## config.mk

```make
export PLATFORM = sky130hd
export DESIGN_NAME = vic_n
export DESIGN_NICKNAME = d
export VERILOG_FILES = /design/src/rtl/vic_pkg.sv /design/src/rtl/vic_prio_enc.sv /design/src/rtl/vic_n.sv
export SDC_FILE = /design/constraint.sdc
export NUM_CORES = 1
export LEC_CHECK = 0
export ABC_AREA = 1
export CAP_MARGIN = 20
export CORE_ASPECT_RATIO = 1.25
export CORE_MARGIN = 5
export CORE_UTILIZATION = 54
export DETAILED_ROUTE_END_ITERATION = 6
export GPL_ROUTABILITY_DRIVEN = 0
export PLACE_DENSITY = 0.76
export SLEW_MARGIN = 10
export SYNTH_ARGS = -nofsm -noshare
export SYNTH_HDL_FRONTEND = slang
export SYNTH_SLANG_ARGS = --single-unit
```

## constraint.sdc

```tcl
create_clock -name clk -period 4 [get_ports clk]
set_clock_uncertainty 0.05 [all_clocks]
set_input_delay 0.8 -clock clk [delete_from_list [all_inputs] [get_ports clk]]
set_output_delay 0.8 -clock clk [all_outputs]
set_load 0.02 [all_outputs]
```

## src/rtl/vic_pkg.sv

```systemverilog
// Shared constants for the vectored interrupt controller: register word
// indices within the IO window and the source-count ceiling.
package vic_pkg;

    localparam int MAX_NIRQ = 16;

    localparam logic [4:0] IDX_IRQEN   = 5'd0;
    localparam logic [4:0] IDX_PEND    = 5'd1;
    localparam logic [4:0] IDX_MODE    = 5'd2;
    localparam logic [4:0] IDX_STATUS  = 5'd3;
    localparam logic [4:0] IDX_TRAPVEC = 5'd4;
    localparam logic [4:0] IDX_VECT0   = 5'd16;

endpackage

```

## src/rtl/vic_prio_enc.sv

```systemverilog
// Combinational fixed-priority encoder: the lowest set bit of act wins.
module vic_prio_enc #(
    parameter int N = 8
) (
    input  logic [N-1:0] act,
    output logic         valid,
    output logic [4:0]   idx
);

    always_comb begin
        idx = '0;
        // Walk downwards so the lowest set index is the last one assigned.
        for (int i = N - 1; i >= 0; i--) begin
            if (act[i]) idx = 5'(i);
        end
        valid = |act;
    end

endmodule

```

## src/rtl/vic_n.sv

```systemverilog
// Parametrised vectored interrupt controller: per-source level/edge mode,
// enable, vector and W1C pending, with a registered selection and trap bypass.
module vic_n
    import vic_pkg::*;
#(
    parameter int          NIRQ = 8,
    parameter logic [29:0] VRST = 30'h0
) (
    input  logic            clk,
    input  logic            reset,
    input  logic            cs,
    input  logic [4:0]      addr,
    input  logic [31:0]     wdata,
    input  logic [3:0]      wstrb,
    output logic [31:0]     rdata,
    input  logic [NIRQ-1:0] irq_src,
    input  logic            trap,
    output logic            irq,
    output logic [29:0]     ivector
);

    logic [NIRQ-1:0] irqen;
    logic [NIRQ-1:0] mode;
    logic [NIRQ-1:0] edge_pend;
    logic [NIRQ-1:0] src_q;
    logic            armed;
    logic            irq_q;
    logic [4:0]      vecn_q;
    logic [29:0]     vec_q;
    logic [29:0]     trapvec;
    logic [29:0]     vect [NIRQ];

    logic            wr_lo;
    logic            wr_full;
    logic            vect_hit;
    logic [NIRQ-1:0] w1c;
    logic [NIRQ-1:0] rise;
    logic [NIRQ-1:0] raw;
    logic [NIRQ-1:0] act;
    logic            sel_valid;
    logic [4:0]      sel_idx;
    logic [29:0]     sel_vec;
    logic [29:0]     rd_vec;

    assign wr_lo    = cs && wstrb[0];
    assign wr_full  = cs && (wstrb == 4'b1111);
    assign vect_hit = addr[4] && (int'(addr[3:0]) < NIRQ);
    assign w1c      = (wr_lo && addr == IDX_PEND) ? wdata[NIRQ-1:0] : '0;

    // armed stays low for the first cycle after reset so a source held high
    // through reset is not mistaken for a fresh edge.
    assign rise = irq_src & ~src_q & {NIRQ{armed}};
    assign raw  = (mode & edge_pend) | (~mode & irq_src);
    assign act  = raw & irqen;

    vic_prio_enc #(.N(NIRQ)) u_prio (
        .act   (act),
        .valid (sel_valid),
        .idx   (sel_idx)
    );

    always_comb begin
        sel_vec = vect[0];
        rd_vec  = vect[0];
        for (int i = 0; i < NIRQ; i++) begin
            if (sel_idx == 5'(i))   sel_vec = vect[i];
            if (addr[3:0] == 4'(i)) rd_vec  = vect[i];
        end
    end

    always_ff @(posedge clk) begin
        if (reset) begin
            irqen     <= '0;
            mode      <= '0;
            edge_pend <= '0;
            src_q     <= '0;
            armed     <= 1'b0;
            irq_q     <= 1'b0;
            vecn_q    <= '0;
            vec_q     <= VRST;
            trapvec   <= VRST;
            for (int i = 0; i < NIRQ; i++) vect[i] <= VRST;
        end else begin
            src_q     <= irq_src;
            armed     <= 1'b1;
            edge_pend <= (edge_pend & ~w1c) | (rise & mode);
            irq_q     <= sel_valid;
            vecn_q    <= sel_idx;
            vec_q     <= sel_vec;
            if (wr_lo && addr == IDX_IRQEN) irqen <= wdata[NIRQ-1:0];
            if (wr_lo && addr == IDX_MODE)  mode  <= wdata[NIRQ-1:0];
            if (wr_full && addr == IDX_TRAPVEC) trapvec <= wdata[31:2];
            if (wr_full && vect_hit) begin
                for (int i = 0; i < NIRQ; i++) begin
                    if (addr[3:0] == 4'(i)) vect[i] <= wdata[31:2];
                end
            end
        end
    end

    always_comb begin
        rdata = '0;
        case (addr)
            IDX_IRQEN:   rdata[NIRQ-1:0] = irqen;
            IDX_PEND:    rdata[NIRQ-1:0] = raw;
            IDX_MODE:    rdata[NIRQ-1:0] = mode;
            IDX_STATUS:  rdata = {irq_q, 26'b0, vecn_q};
            IDX_TRAPVEC: rdata = {trapvec, 2'b00};
            default:     if (vect_hit) rdata = {rd_vec, 2'b00};
        endcase
    end

    assign irq     = irq_q | trap;
    assign ivector = (trap || !irq_q) ? trapvec : vec_q;

endmodule

```

==> flow_summary.ini <==
[logic_synthesis]
yosys-top-cells-count = nor2_1, nand2_1, o21ai_0, edfxtp_1
synth_top_area_cell = edfxtp_1
ys_top_cells_by_area = edfxtp_1, dfxtp_1, o21ai_0
synth_top_area_share_pct = 42.7
netlist_area_sq_um = 16900
ys_types = 44
synthCells = 2022
yosysSeqAreaShare_pct = 54.2
syn-num-nets = 2075
synth_ff_type = edfxtp_1
synth-seq-cells = 337
synth_edf_count = 240
yosysWarnings = 0
synth.most_common_cell = nor2_1
async_reset_ff_share_pct = 0
syn_avg_cell_area_sq_um = 8.35

[sta]
tightest_slew_ps = 904
setup_viol = 0
timing.final.crit_share_pct = 98.1
tns_ps = 0
rsz0062_at_grt = no
slew_viol_final = 0
fmax_ghz = 0.255
max_slew_margin_pct = 39.7
hold_violations = 0
min_period_ps = 3930

[drt]
initialDrtViolationCount = 2489
routedWlPerCell_um = 19.6
dr.pass1.iters = 6
vias = 15500
final_antenna_net_count = 0
wl_um = 51200
via_per_inst = 5.93
drc = 0

[cts]
clkTransAtPathRegs_ps = 60
cts_sinks = 337
htree_levels = 2
hold_buffers = 0
cts-root-buf = clkbuf_16
numCtsBuffers = 34
cts_tree = yes
clk_path_buf_depth = 3
insertion_delay_ps = 520

[pwr]
internal_power_mw = 6.02
p_leak_nw = 8.26
power.switching_mw = 1.91
power_frac_clock_pct = 39.9
max-vdd-ir-drop_v = 0.000452
power.density_nw_per_um2 = 389
p_seq_share_pct = 50.3
power_frac_comb_pct = 9.8
sw_frac_of_total_pct = 24.1

[run]
max_cap_violations = 0

[hold_path]
hp-class = reg2reg
min_path_cells = 2
worst_hold_path.endpoint = edge_pend[0]
min-delay-start = edge_pend[0]

[setup_path]
cp-end-kind = output port
r2r-end = vec_q[12]
critical_path_peak_fanout = 23
r2r_cells = 18
required_ps = 3150
start_kind = input pin
cp.arrival_ps = 3080
r2r_slack_ps = 1200
r2r_start = mode[7]
path_class = in2out

[final_layout]
drive_above_1_share_pct = 13.7
diodes = 0
fill_cells = 2399
final_core_util_pct = 66.0
nNetsFinal = 2232
fin_area_sq_um = 20400
instances_no_fill = 2610
syn2layout_area_growth_pct = 20.8

[placement]
hpwl_um = 34800
placed_area_sq_um = 19100
portBuffers = 115
dp.cells = 2537

[floorplan]
fp.dieW_um = 168
die_h_um = 208
die-area_sq_um = 34900
start_util_pct = 54.6
rows = 72
io_pins = 116
core-area_sq_um = 30900

[global_routing]
grt_pass1_vias = 14500
overflow = 0
grt_pass1_wl_um = 80300
grt_max_degree = 57
grtUsageTotal_pct = 28.3
antenna_found_initial = 0

[outcome]
outcome = finished, final reports clean
==> metal layers <==
layer / part of all wire, % / up-vias / GRT usage, %
li1: - / 7094 / -
met1: 41 / 7298 / 40.8
met2: 46 / 961 / 44.3
met3: 11 / 122 / 4.88
met4: 2.7 / 0 / 8.23
met5: 0 / - / 0
==> layout make-up <==
type | count | area (sq um) | share of cell area [%]
repair buffers | 247 | 2380 | 11.7
clock inverters | 14 | 119 | 0.583
well taps | 407 | 509 | 2.50
multi-input cells | 1354 | 6490 | 31.8
flip-flops and latches | 337 | 9150 | 44.9
clock buffers | 46 | 971 | 4.76
inverters | 205 | 776 | 3.80
==> how the worst max path moves through the flow <==
| stage | start | endpoint | slack (ps) | cells after the start |
|---|---|---|---|---|
| after floorplan | addr[2] | vect[1][100] | 480 | 7 |
| after global placement | addr[2] | rdata[14] | -620 | 16 |
| after detailed placement | addr[2] | rdata[19] | -640 | 16 |
| after CTS | addr[3] | rdata[30] | 0.5 | 15 |
| after global routing | addr[1] | rdata[16] | 0.2 | 15 |
| final | addr[1] | rdata[15] | 70 | 15 |
==> sequential cells by signal, indices dropped and copies added, names as in the netlist <==
register   count
armed          1
edge_pend      8
irq_q          1
irqen          8
mode           8
src_q          8
trapvec       30
vec_q         30
vecn_q         3
vect         240
==> repair_timing <==
| item | 4_1_cts | 5_1_grt |
|---|---|---|
| gates resized for setup | 175 | 87 |
| endpoints found under the setup margin | 32 | 26 |
| setup buffers | 9 | 1 |
| gates cloned | 2 | 1 |
| pin swaps | 15 | 34 |
==> worst max-delay path: stages <==
cell             delay, ps
clkdlybuf4s15_1        280
buf_4                  160
nand2_1                 90
nor2_2                 160
buf_12                 190
buf_12                 130
a21oi_1                 40
o21ai_0                 80
o21ai_0                130
o21ai_1                200
o21ai_0                110
o21ai_1                120
o21ai_0                 90
o21ai_1                160
clkdlybuf4s15_2        300
==> placed cells by master, fill, tap and decap left out, types with 17 or more instances in the layout <==
| master | count |
|---|---|
| o21ai_1 | 83 |
| clkbuf_16 | 36 |
| buf_4 | 119 |
| or2_0 | 17 |
| o21ai_0 | 187 |
| a21oi_1 | 194 |
| inv_1 | 191 |
| edfxtp_1 | 240 |
| nand2_1 | 298 |
| dfxtp_1 | 97 |
| nand3_1 | 129 |
| nor2_1 | 325 |
| buf_12 | 19 |
| clkdlybuf4s50_1 | 78 |
| mux2_2 | 19 |
==> per-stage QoR <==
stage	power (mW)	hold WS, ps	setup WS (ps)
6_report	7.93	430	74.1
5_1_grt	8.17	449	0.238
4_1_cts	7.90	434	0.490
3_5_place_dp	4.79	422	-642
3_3_place_gp	4.76	407	-617
2_1_floorplan	4.44	400	477
==> cell families after synthesis <==
kind of cell           Yosys count  synth area share [%]
buffers and inverters          331                  7.96
AOI/OAI and AO/OA              517                  16.2
muxes                           19                  1.27
DFF                            337                  54.2
and+or+nand+nor                818                  20.4
==> power by group through the flow <==
stage,Sequential [mW],Clock [mW],Combinational [mW]
global placement,4.05,0,0.713
global route,4.00,3.32,0.843
floorplan,4.03,0,0.403
detailed placement,4.06,0,0.730
CTS,3.98,3.18,0.745
finish,3.99,3.16,0.780
Note: power is estimated with default switching activity, not from simulation.
